===== src/rtl/booth_mult_arbiter.sv =====
// Shared radix-2 Booth multiplier with two round-robin arbitrated requesters.
// Optional build macro MULT_EARLY_DONE_EN: zero operands skip the Booth steps.
module booth_mult_arbiter #(
    parameter int WIDTH = 8,
    parameter int CNT_W = 4
) (
    input  logic               clk,
    input  logic               reset,
    input  logic               req0,
    input  logic [WIDTH-1:0]   a0,
    input  logic [WIDTH-1:0]   b0,
    input  logic               req1,
    input  logic [WIDTH-1:0]   a1,
    input  logic [WIDTH-1:0]   b1,
    output logic               gnt0,
    output logic               gnt1,
    output logic               busy,
    output logic               done,
    output logic               done_id,
    output logic [2*WIDTH-1:0] product,
    output logic [1:0]         dbg_state
);

    typedef enum logic [1:0] {
        IDLE = 2'd0,
        STEP = 2'd1,
        DONE = 2'd2
    } state_t;

    state_t             state_q, state_d;
    logic [WIDTH:0]     ac_q, ac_d, ac_sum, br_ext;
    logic [WIDTH-1:0]   qr_q, qr_d, br_q, br_d;
    logic [WIDTH-1:0]   a_sel, b_sel;
    logic               qn_q, qn_d;
    logic [CNT_W-1:0]   cnt_q, cnt_d;
    logic               id_q, id_d;
    logic               rr_last_q, rr_last_d;
    logic               done_id_q, done_id_d;
    logic [2*WIDTH-1:0] product_q, product_d;
    logic               grant, sel;

    // Handshake: a requester holds req with stable operands until it sees its
    // gnt high; the rising edge on which gnt is high is the transfer edge.
    always_comb begin
        grant = 1'b0;
        sel   = 1'b0;
        if (state_q == IDLE && !reset) begin
            grant = req0 | req1;
            sel   = (req0 && req1) ? ~rr_last_q : req1;
        end
    end

    assign gnt0  = grant & ~sel;
    assign gnt1  = grant & sel;
    assign a_sel = sel ? a1 : a0;
    assign b_sel = sel ? b1 : b0;

    // The guard bit keeps -2^(W-1) * -2^(W-1) exact.
    always_comb begin
        br_ext = {br_q[WIDTH-1], br_q};
        case ({qr_q[0], qn_q})
            2'b01:   ac_sum = ac_q + br_ext;
            2'b10:   ac_sum = ac_q - br_ext;
            default: ac_sum = ac_q;
        endcase
    end

    always_comb begin
        state_d   = state_q;
        ac_d      = ac_q;
        qr_d      = qr_q;
        br_d      = br_q;
        qn_d      = qn_q;
        cnt_d     = cnt_q;
        id_d      = id_q;
        rr_last_d = rr_last_q;
        done_id_d = done_id_q;
        product_d = product_q;
        case (state_q)
            IDLE: begin
                if (grant) begin
                    br_d      = a_sel;
                    qr_d      = b_sel;
                    ac_d      = '0;
                    qn_d      = 1'b0;
                    cnt_d     = '0;
                    id_d      = sel;
                    rr_last_d = sel;
`ifdef MULT_EARLY_DONE_EN
                    if (a_sel == '0 || b_sel == '0) begin
                        state_d   = DONE;
                        product_d = '0;
                        done_id_d = sel;
                    end else begin
                        state_d = STEP;
                    end
`else
                    state_d = STEP;
`endif
                end
            end
            STEP: begin
                ac_d  = {ac_sum[WIDTH], ac_sum[WIDTH:1]};
                qr_d  = {ac_sum[0], qr_q[WIDTH-1:1]};
                qn_d  = qr_q[0];
                cnt_d = cnt_q + CNT_W'(1);
                if (cnt_q == CNT_W'(WIDTH - 1)) begin
                    state_d   = DONE;
                    product_d = {ac_d[WIDTH-1:0], qr_d};
                    done_id_d = id_q;
                end
            end
            DONE:    state_d = IDLE;
            default: state_d = IDLE;
        endcase
    end

    always_ff @(posedge clk or posedge reset) begin
        if (reset) begin
            state_q   <= IDLE;
            ac_q      <= '0;
            qr_q      <= '0;
            br_q      <= '0;
            qn_q      <= 1'b0;
            cnt_q     <= '0;
            id_q      <= 1'b0;
            rr_last_q <= 1'b1;
            done_id_q <= 1'b0;
            product_q <= '0;
        end else begin
            state_q   <= state_d;
            ac_q      <= ac_d;
            qr_q      <= qr_d;
            br_q      <= br_d;
            qn_q      <= qn_d;
            cnt_q     <= cnt_d;
            id_q      <= id_d;
            rr_last_q <= rr_last_d;
            done_id_q <= done_id_d;
            product_q <= product_d;
        end
    end

    assign busy      = (state_q != IDLE);
    assign done      = (state_q == DONE);
    assign done_id   = done_id_q;
    assign product   = product_q;
    assign dbg_state = state_q;

endmodule


===== config.mk =====
export PLATFORM = sky130hd
export DESIGN_NAME = booth_mult_arbiter
export DESIGN_NICKNAME = d
export VERILOG_FILES = /design/src/rtl/booth_mult_arbiter.sv
export SDC_FILE = /design/constraint.sdc
export NUM_CORES = 1
export LEC_CHECK = 0
export BUFFER_PORTS_ARGS = -buffer_cell sky130_fd_sc_hd__buf_4
export CAP_MARGIN = 20
export CORE_MARGIN = 5
export CORE_UTILIZATION = 29
export CTS_CLUSTER_SIZE = 20
export DETAILED_ROUTE_END_ITERATION = 7
export HOLD_SLACK_MARGIN = 0.06
export SLEW_MARGIN = 15
export SYNTH_ARGS = -nofsm -noshare
export SYNTH_HDL_FRONTEND = slang
export SYNTH_SLANG_ARGS = --single-unit

===== constraint.sdc =====
create_clock -name clk -period 2.5 [get_ports clk]
set_input_delay 0.25 -clock clk [delete_from_list [all_inputs] [get_ports clk]]
set_output_delay 0.25 -clock clk [all_outputs]
set_load 0.02 [all_outputs]

==> impl_metrics.toml, run 1 <==
[yosys]
ys_ff_latch = 50
synth_ff_type = "dfrtp_1"
syn_area_mm2 = 0.00266
ys_types = 45
synth_fp_nets = 338
synth_cells = 290
ys_warn_count = 0
synth_edf_count = 0
syn_avg_cell_area_um2 = 9.16
synth-seq-area-share = 0.472
async_flop_share = 1.00

[cells_and_area]
final_nets = 418
final_layout_size_suffix_gt1_frac = 0.305
antenna_cells = 0
fin_cells = 482
layout-area-overhead-vs-synth_pct = 33.9
fill_cells = 891
final_area_mm2 = 0.00356

[sta]
rsz0062_at_grt = "true"
hold_violations = 0
fmax_mhz = 393
slew_viol_final = 0
tightestPinTransition_ps = 671
finalCritPeriodShare = 1.02
slew_headroom = 0.552
setup_violations = 1
fin_skew_ps = 13.5
worst_slack_ps = -44.5
min_period_ps = 2540

[power]
p_leak_nw = 1.74
ir_drop_uv = 499
power.total_w = 0.00607
power_report.internal_total_w = 0.00332
pwr-share-seq = 0.259
power.density_mw_per_mm2 = 1710
power_frac_comb = 0.657
clock_power_share = 0.084
swShare = 0.454
netSwitchingPower_w = 0.00276

[setup_path]
arrival_ps = 2800
crit_fanout = 4
required_ps = 2750
critPathLaunchType = "flop"
cp.buffers_inverters = 1
crit_family = "simple AND/OR/NAND/NOR gates"
path_cells = "nor3_2 -> buf_4 -> a21oi_2 -> xnor2_1 -> ha_1 -> o211ai_1 -> o211a_1 -> o211a_1 -> or4_1 -> nand3_1"
path_class = "reg -> reg"
critPathMaxStageDelay_ps = 450
slowest_stage = "dfrtp_1"
worstSetupEndpointType = "flop"
cpMostUsedCell = "o211a_1"

[floorplan]
chipHeight_um = 106
coreArea_mm2 = 0.00906
row_count = 35
die_w_um = 106
ios = 59
die_area_mm2 = 0.0112
start_util = 0.293

[drt]
dr.max_layer_used = "met4"
antenna_left = 0
first_pass_iters = 4
drc = 0
wl_met1_um = 3230
wl_um = 7150
dr_wl_met3_um = 292
wl_met2_um = 3490
viasPerCell = 4.98
avgRoutedWirePerCell_um = 14.8
via_count = 2399
drtIter0Drc = 112

[run_status]
status = "complete, but fails checks"
violations = "negative setup slack"

[placement]
place_area_mm2 = 0.00333
portBuffers = 58
place_hpwl_um = 5250
gp_congestion = 0.879
dp_cells = 466

[cts]
cts_buffers = 5
cts.sinks = 50
h-tree-depth = 2
cts_buffer_depth = 2
clock_latency_ps = 320
ctsHoldBuffers = 0
clk_pin_slew_ps = 110
tritoncts = "yes"
clockRootBuffer = "clkbuf_8"

[flow_run]
maxCapViolCount = 0

[global_routing]
antenna_found_initial = 0
grt_pass1_wl_um = 11500
grt_pass1_vias = 2374
gr-total-overflow = 0
grt_util_all_layers = 0.127
grt_max_degree = 32

[hold_path]
min_path_type = "in -> async"
-- sequential cells by signal, indices dropped and copies added (netlist names) --
register and count:
product 16, ac_q 8, br_q 8, qr_q 8, cnt_q 4, dbg_state 2
done_id 1, id_q 1, qn_q 1, rr_last_q 1
-- path summary, 6_finish.rpt --
check                                   startpoint                  endpoint  slack, ps  depth (start not counted)
min                                          reset  dbg_state[1]$_DFFE_PP0P_         40                          2
min in group clk                             a0[7]       br_q[7]$_DFFE_PP0P_        130                          3
min reg2reg                product[11]$_DFFE_PP0P_   product[11]$_DFFE_PP0P_        480                          2
max                            br_q[2]$_DFFE_PP0P_   product[15]$_DFFE_PP0P_        -40                         10
max reg2reg                    br_q[2]$_DFFE_PP0P_   product[15]$_DFFE_PP0P_        -40                         10
max in group asynchronous                    reset       qr_q[1]$_DFFE_PP0P_       1850                          3
-- stage by stage --
step / setup WS [ps] / TNS, ps / util / hold WS (ps)
floorplan: 10.4 / 0 / - / 363
finish: -44.5 / -44.5 / 0.392 / 43.3
global route: -185 / -914 / 0.392 / 88.2
CTS: 5.61 / 0 / 0.379 / 61.4
global placement: 41.7 / 0 / 0.367 / 411
detailed placement: -31.7 / -31.7 / 0.367 / 401
-- logic make-up after synthesis --
| kind of cell | synth area share |
|---|---|
| XOR/XNOR | 0.0330 |
| adder cells (fa/ha/maj) | 0.0593 |
| AND/OR/NAND/NOR | 0.175 |
| flip-flops | 0.472 |
| buffers and inverters | 0.0301 |
| AO/OA/AOI/OAI | 0.208 |
| multiplexers | 0.0231 |
-- layout by cell type, fill, tap and decap left out, types with 3 or more instances in the layout --
cell,instances
dfrtp_1,49
o21ai_1,7
nand2_1,70
a22oi_1,20
inv_1,8
nor2b_1,3
clkbuf_8,5
ha_1,8
o21ai_0,16
xnor2_1,9
mux2i_1,4
ha_2,3
buf_4,85
a21oi_1,5
a22o_1,3
a21o_1,6
o21a_1,3
nor2_1,17
nand3_1,5
-- cell usage after synthesis (2+ instances only) --
cell,instances,area share
a22o_1,3,0.0099
a21o_1,6,0.017
nor4_1,2,0.0047
o21a_1,3,0.0085
nand4_1,2,0.0047
mux2i_1,5,0.019
dfrtp_1,49,0.46
a21oi_1,7,0.013
nand2b_1,2,0.0047
o211a_1,2,0.0075
nor3_1,4,0.0075
nand3_1,5,0.0094
inv_1,9,0.013
clkbuf_1,10,0.014
ha_1,11,0.052
a22oi_1,21,0.059
nor2_1,18,0.025
xnor2_1,9,0.030
o21ai_0,22,0.041
nand2_1,70,0.099
o211ai_1,2,0.0057
o2111ai_1,2,0.0066
or4_1,2,0.0057
nor2b_1,3,0.0071
-- power groups by stage --
| stage | clock network [W] | logic, W | registers [W] |
|---|---|---|---|
| CTS | 0.000521 | 0.00362 | 0.00156 |
| floorplan | 0 | 0.00227 | 0.00167 |
| global route | 0.000562 | 0.00445 | 0.00163 |
| global placement | 0 | 0.00346 | 0.00156 |
| detailed placement | 0 | 0.00357 | 0.00158 |
| finish | 0.000509 | 0.00399 | 0.00158 |
-- timing repair --
item	CTS	global route
endpoints found under the setup margin	2	10
pin swaps	0	10
resized for setup	2	21
setup buffers	0	8
-- cell type report --
type                       instances  area (µm²)  share of cell area
tap                              111         139              0.0390
timing repair buffer              85         638               0.179
clock buffer                       5        68.8              0.0193
inverter                           9        33.8             0.00950
sequential                        50        1250               0.352
multi-input combinational        219        1400               0.393
clock inverter                     3        26.3             0.00739
-- worst register-to-register path, cell delays in order (launching register included) --
cell and delay [ps]:
dfrtp_1 450, nor3_2 230, buf_4 140, a21oi_2 50
xnor2_1 140, ha_1 330, o211ai_1 120, o211a_1 260
o211a_1 260, or4_1 410, nand3_1 100
-- layer usage --
metal  global-route usage  vias up
li1                     -     1190
met1                0.164     1140
met2                0.212       57
met3               0.0227       12
met4               0.0500        0
met5                    0        -
Note: power is estimated with default switching activity, not from simulation.
==> inputs of run 2 (changes only) <==
==> constraint.sdc (replaced) <==
create_clock -name clk -period 2.6 [get_ports clk]
set_input_delay 0.26 -clock clk [delete_from_list [all_inputs] [get_ports clk]]
set_output_delay 0.26 -clock clk [all_outputs]
set_load 0.02 [all_outputs]
==> run 2 against run 1 <==
Net effect: the flow now finishes without violations; first-iteration DRC count rose by 7.1%; register-to-register slack improved by 70 ps; critical path depth stayed put; critical endpoint unchanged; largest cell class unchanged.
==> impl_metrics.toml, run 2 (synthesized netlist as in run 1, its figures left out) <==
[cts]
cts_buffers = 5
clk_pin_slew_ps = 100
clockRootBuffer = "clkbuf_8"
h-tree-depth = 2
cts_buffer_depth = 2
cts.sinks = 50
tritoncts = "yes"
clock_latency_ps = 320

[setup_path]
required_ps = 2850
crit_fanout = 4
crit_family = "simple AND/OR/NAND/NOR gates"
cp.buffers_inverters = 1
path_cells = "buf_4 -> nor3_2 -> a21oi_1 -> xnor2_1 -> ha_1 -> o211ai_1 -> o211a_1 -> o211a_1 -> or4_1 -> nand3_1"
slowest_stage = "or4_1"
arrival_ps = 2830
critPathMaxStageDelay_ps = 470
worstSetupEndpointType = "flop"
path_class = "reg -> reg"
critPathLaunchType = "flop"
cpMostUsedCell = "o211a_1"

[drt]
wl_um = 6940
first_pass_iters = 4
viasPerCell = 4.97
drtIter0Drc = 120
antenna_left = 0
via_count = 2351
avgRoutedWirePerCell_um = 14.7
drc = 0

[cells_and_area]
layout-area-overhead-vs-synth_pct = 30.9
largest_register_ffs = 16
post-route-util = 0.384
final_common_cell = "buf_4"
layout_common_cells = "buf_4, nand2_1, dfrtp_1"
fin_cells = 473
antenna_cells = 0
final_nets = 409
final_layout_size_suffix_gt1_frac = 0.273
final_area_mm2 = 0.00348

[floorplan]
start_util = 0.293
chipHeight_um = 106
ios = 59
row_count = 35
die_w_um = 106
die_area_mm2 = 0.0112
coreArea_mm2 = 0.00906

[power]
ir_drop_uv = 539
power_report.internal_total_w = 0.00301
power.density_mw_per_mm2 = 1600
p_leak_nw = 1.69
netSwitchingPower_w = 0.00254
pwr-share-seq = 0.273
clock_power_share = 0.088
power_frac_comb = 0.639
swShare = 0.458

[placement]
gp_congestion = 0.838
place_area_mm2 = 0.00327
dp_worst_setup_slack_ps = -40.0
place_hpwl_um = 5150
portBuffers = 58
dp_cells = 459

[run_status]
status = "finished clean"

[sta]
slew_viol_final = 0
fmax_mhz = 389
hold_violations = 0
tightestPinTransition_ps = 667
slew_headroom = 0.554
fin_skew_ps = 14.9
setup_violations = 0
worst_slack_ps = 27.9
setup_tns_ps = 0
min_period_ps = 2570
rsz0062_at_grt = "true"
finalCritPeriodShare = 0.989

[global_routing]
grt_max_degree = 35
grt_pass1_wl_um = 11400
antenna_found_initial = 0
grt_util_all_layers = 0.126
gr-total-overflow = 0
grt_pass1_vias = 2314

[hold_path]
min_path_type = "in -> reg"

[flow_run]
maxCapViolCount = 0
## run 2: area by class of cell
cell class | instances | area [µm²]
multi-input cells | 219 | 1390
clock inverters | 3 | 26.3
fillers | 901 | 5590
flip-flops and latches | 50 | 1250
well taps | 111 | 139
inverters | 9 | 33.8
clock buffers | 5 | 68.8
repair buffers | 76 | 573
## run 2: metrics by stage
step,power (W),hold WS (ps)
global route,0.00609,133
global placement,0.00476,274
CTS,0.00542,126
detailed placement,0.00488,279
finish,0.00556,138
floorplan,0.00378,373
## run 2: worst reg2reg max path, stage by stage (launching register included)
cell and delay [ps]:
dfrtp_1 410, buf_4 150, nor3_2 230, a21oi_1 120, xnor2_1 150, ha_1 300
o211ai_1 100, o211a_1 260, o211a_1 240, or4_1 470, nand3_1 90
## run 2: what timing repair did
item | CTS | global route
gates resized for setup | 3 | 13
hold buffers | 1 | 0
hold endpoints to repair | 15 | 0
pin swaps | 0 | 7
setup endpoints to repair | 3 | 9
setup buffers | 0 | 5
## run 2: per-layer routing
| metal | wire [µm] | vias up | share of wire | global-route usage |
|---|---|---|---|---|
| li1 | - | 1169 | - | - |
| met1 | 3140 | 1103 | 0.45 | 0.174 |
| met2 | 3360 | 69 | 0.48 | 0.197 |
| met3 | 321 | 10 | 0.046 | 0.0227 |
| met4 | 123 | 0 | 0.018 | 0.0490 |
| met5 | 0 | - | 0 | 0 |
## run 2: final timing paths
path                            cells past startpoint                start  slack [ps]                 endpoint
worst max-delay path                               10  br_q[1]$_DFFE_PP0P_          30  product[15]$_DFFE_PP0P_
worst min-delay path                                3                a0[5]         140      br_q[5]$_DFFE_PP0P_
worst max register to register                     10  br_q[1]$_DFFE_PP0P_          30  product[15]$_DFFE_PP0P_
worst min register to register                      2     id_q$_DFFE_PP0P_         480      done_id$_DFFE_PP0P_
max in group asynchronous                           4                reset        1360      ac_q[3]$_DFFE_PP0P_
min in group asynchronous                           3                reset         480     cnt_q[1]$_DFFE_PP0P_
## run 2: power by group through the flow
| stage | clock (W) | combinational [W] | sequential [W] |
|---|---|---|---|
| after floorplan | 0 | 0.00218 | 0.00160 |
| after global placement | 0 | 0.00325 | 0.00151 |
| after detailed placement | 0 | 0.00336 | 0.00152 |
| after CTS | 0.000505 | 0.00341 | 0.00151 |
| after global routing | 0.000542 | 0.00398 | 0.00158 |
| final | 0.000488 | 0.00355 | 0.00152 |
==> inputs of run 3 (changes only) <==
--- a/config.mk
+++ b/config.mk
@@ -7,7 +7,7 @@
 export LEC_CHECK = 0
 export BUFFER_PORTS_ARGS = -buffer_cell sky130_fd_sc_hd__buf_4
 export CAP_MARGIN = 20
-export CORE_MARGIN = 5
+export CORE_MARGIN = 2
 export CORE_UTILIZATION = 29
 export CTS_CLUSTER_SIZE = 20
 export DETAILED_ROUTE_END_ITERATION = 7
==> run 3 against run 2 <==
Net effect: the flow now finishes with violations (negative setup slack); combinational power up 3%; largest power group unchanged; die area down 11%; count of clock-buffer cells in the layout unchanged; clock power down 1%; clock skew down 0.73 ps; first-iteration DRC count down 5.0%; worst hold slack better by 11 ps; final cell count down 0.42%.
==> impl_metrics.toml, run 3 (synthesized netlist as in run 1, its figures left out) <==
[cells_and_area]
fill_cells = 910
post-route-util = 0.399
layout-area-overhead-vs-synth_pct = 32.3
multiInputGateArea_mm2 = 0.00141
final_nets = 410
final_common_cell = "buf_4"
ff_latch_area_mm2 = 0.00125
final_layout_size_suffix_gt1_frac = 0.289
antenna_cells = 0
fin_cells = 471
largest_register_ffs = 16
layout_common_cells = "buf_4, nand2_1, dfrtp_1"

[drt]
first_pass_iters = 4
via_count = 2330
drtIter0Drc = 114
viasPerCell = 4.95
avgRoutedWirePerCell_um = 14.4
drc = 0
antenna_left = 0
wl_um = 6770

[cts]
cts.sinks = 50
tritoncts = "yes"
clk_pin_slew_ps = 90
cts_buffers = 5
cts_buffer_depth = 2
clockRootBuffer = "clkbuf_8"
h-tree-depth = 2
clock_latency_ps = 310

[setup_path]
path_class = "reg -> reg"
critPathLaunchType = "flop"
crit_fanout = 4
arrival_ps = 2840
worstSetupEndpointType = "flop"
required_ps = 2820

[floorplan]
start_util = 0.302
coreArea_mm2 = 0.00881
die_area_mm2 = 0.00994
chipHeight_um = 99.7
ios = 59
die_w_um = 99.7
row_count = 34

[flow_run]
maxCapViolCount = 0

[global_routing]
gr-total-overflow = 0
antenna_found_initial = 0
grt_max_degree = 40
grt_pass1_wl_um = 10900
grt_util_all_layers = 0.137
grt_pass1_vias = 2204

[power]
power_report.internal_total_w = 0.00312
ir_drop_uv = 615
clock_power_share = 0.085
swShare = 0.453
p_leak_nw = 1.70
power.density_mw_per_mm2 = 1620
pwr-share-seq = 0.270
power_frac_comb = 0.645
power.total_w = 0.00569
netSwitchingPower_w = 0.00258

[sta]
rsz0062_at_grt = "true"
fin_skew_ps = 14.1
min_period_ps = 2610
finalCritPeriodShare = 1.00
fin_hold_ws_ps = 149
worst_slack_ps = -11.8
tightestPinTransition_ps = 546
hold_violations = 0
slew_headroom = 0.636
slew_viol_final = 0
fmax_mhz = 383
setup_violations = 1

[run_status]
violations = "negative setup slack"
status = "complete, but fails checks"

[placement]
dp_cells = 457
portBuffers = 58
gp_congestion = 0.896
place_hpwl_um = 4820

[hold_path]
min_path_type = "in -> reg"
[run 3: routing by layer]
metal | global-route usage | routed length [µm] | share of wire
met1 | 0.199 | 3360 | 0.50
met2 | 0.207 | 3020 | 0.45
met3 | 0.0351 | 347 | 0.051
met4 | 0.0253 | 46 | 0.0068
met5 | 0 | 0 | 0
[run 3: worst max-delay path, stage by stage, from the launching register on]
cell,delay (ps)
dfrtp_2,450
inv_2,80
ha_4,140
nand2b_4,70
nor4_4,230
nor2_1,90
xnor2_1,230
ha_2,320
o21a_1,190
nor2_2,140
nor4_2,80
or3_1,350
a22oi_1,150
[run 3: final timing paths]
kind | start | endpoint | slack (ps) | depth (start not counted)
min in group asynchronous | reset | qn_q$_DFFE_PP0P_ | 450 | 3
max | br_q[1]$_DFFE_PP0P_ | ac_q[7]$_DFFE_PP0P_ | -10 | 12
max reg2reg | br_q[1]$_DFFE_PP0P_ | ac_q[7]$_DFFE_PP0P_ | -10 | 12
max in group asynchronous | reset | ac_q[0]$_DFFE_PP0P_ | 1380 | 4
min reg2reg | product[2]$_DFFE_PP0P_ | product[2]$_DFFE_PP0P_ | 480 | 2
min | a0[2] | br_q[2]$_DFFE_PP0P_ | 150 | 3
[run 3: power groups by stage]
stage | registers, W | clock network [W] | logic [W]
after floorplan | 0.00160 | 0 | 0.00218
after CTS | 0.00150 | 0.000503 | 0.00338
after detailed placement | 0.00151 | 0 | 0.00334
after global placement | 0.00151 | 0 | 0.00328
after global routing | 0.00159 | 0.000541 | 0.00408
final | 0.00154 | 0.000483 | 0.00367
[run 3: area by class of cell]
| class | instances | share of cell area |
|---|---|---|
| Multi-Input combinational cell | 219 | 0.402 |
| Sequential cell | 50 | 0.357 |
| Timing Repair Buffer | 77 | 0.166 |
| Tap cell | 108 | 0.0385 |
| Clock buffer | 5 | 0.0196 |
| Inverter | 9 | 0.00962 |
| Clock inverter | 3 | 0.00748 |
[run 3: through the flow]
stage                     worst slack [ps]  area (µm²)  setup TNS, ps
final                                -11.8        3510          -11.8
after global routing                  -130        3510           -458
after CTS                             33.0        3390              0
after detailed placement             -24.5        3280          -24.5
after global placement                48.1        3280              0
after floorplan                        110        2660              0
[run 3: timing repair]
item,in CTS,in global routing
hold buffers,1,0
resized for setup,2,22
hold endpoints to repair,10,0
endpoints found under the setup margin,2,8
setup buffers,0,5
gates cloned,0,0
pin swaps,0,14
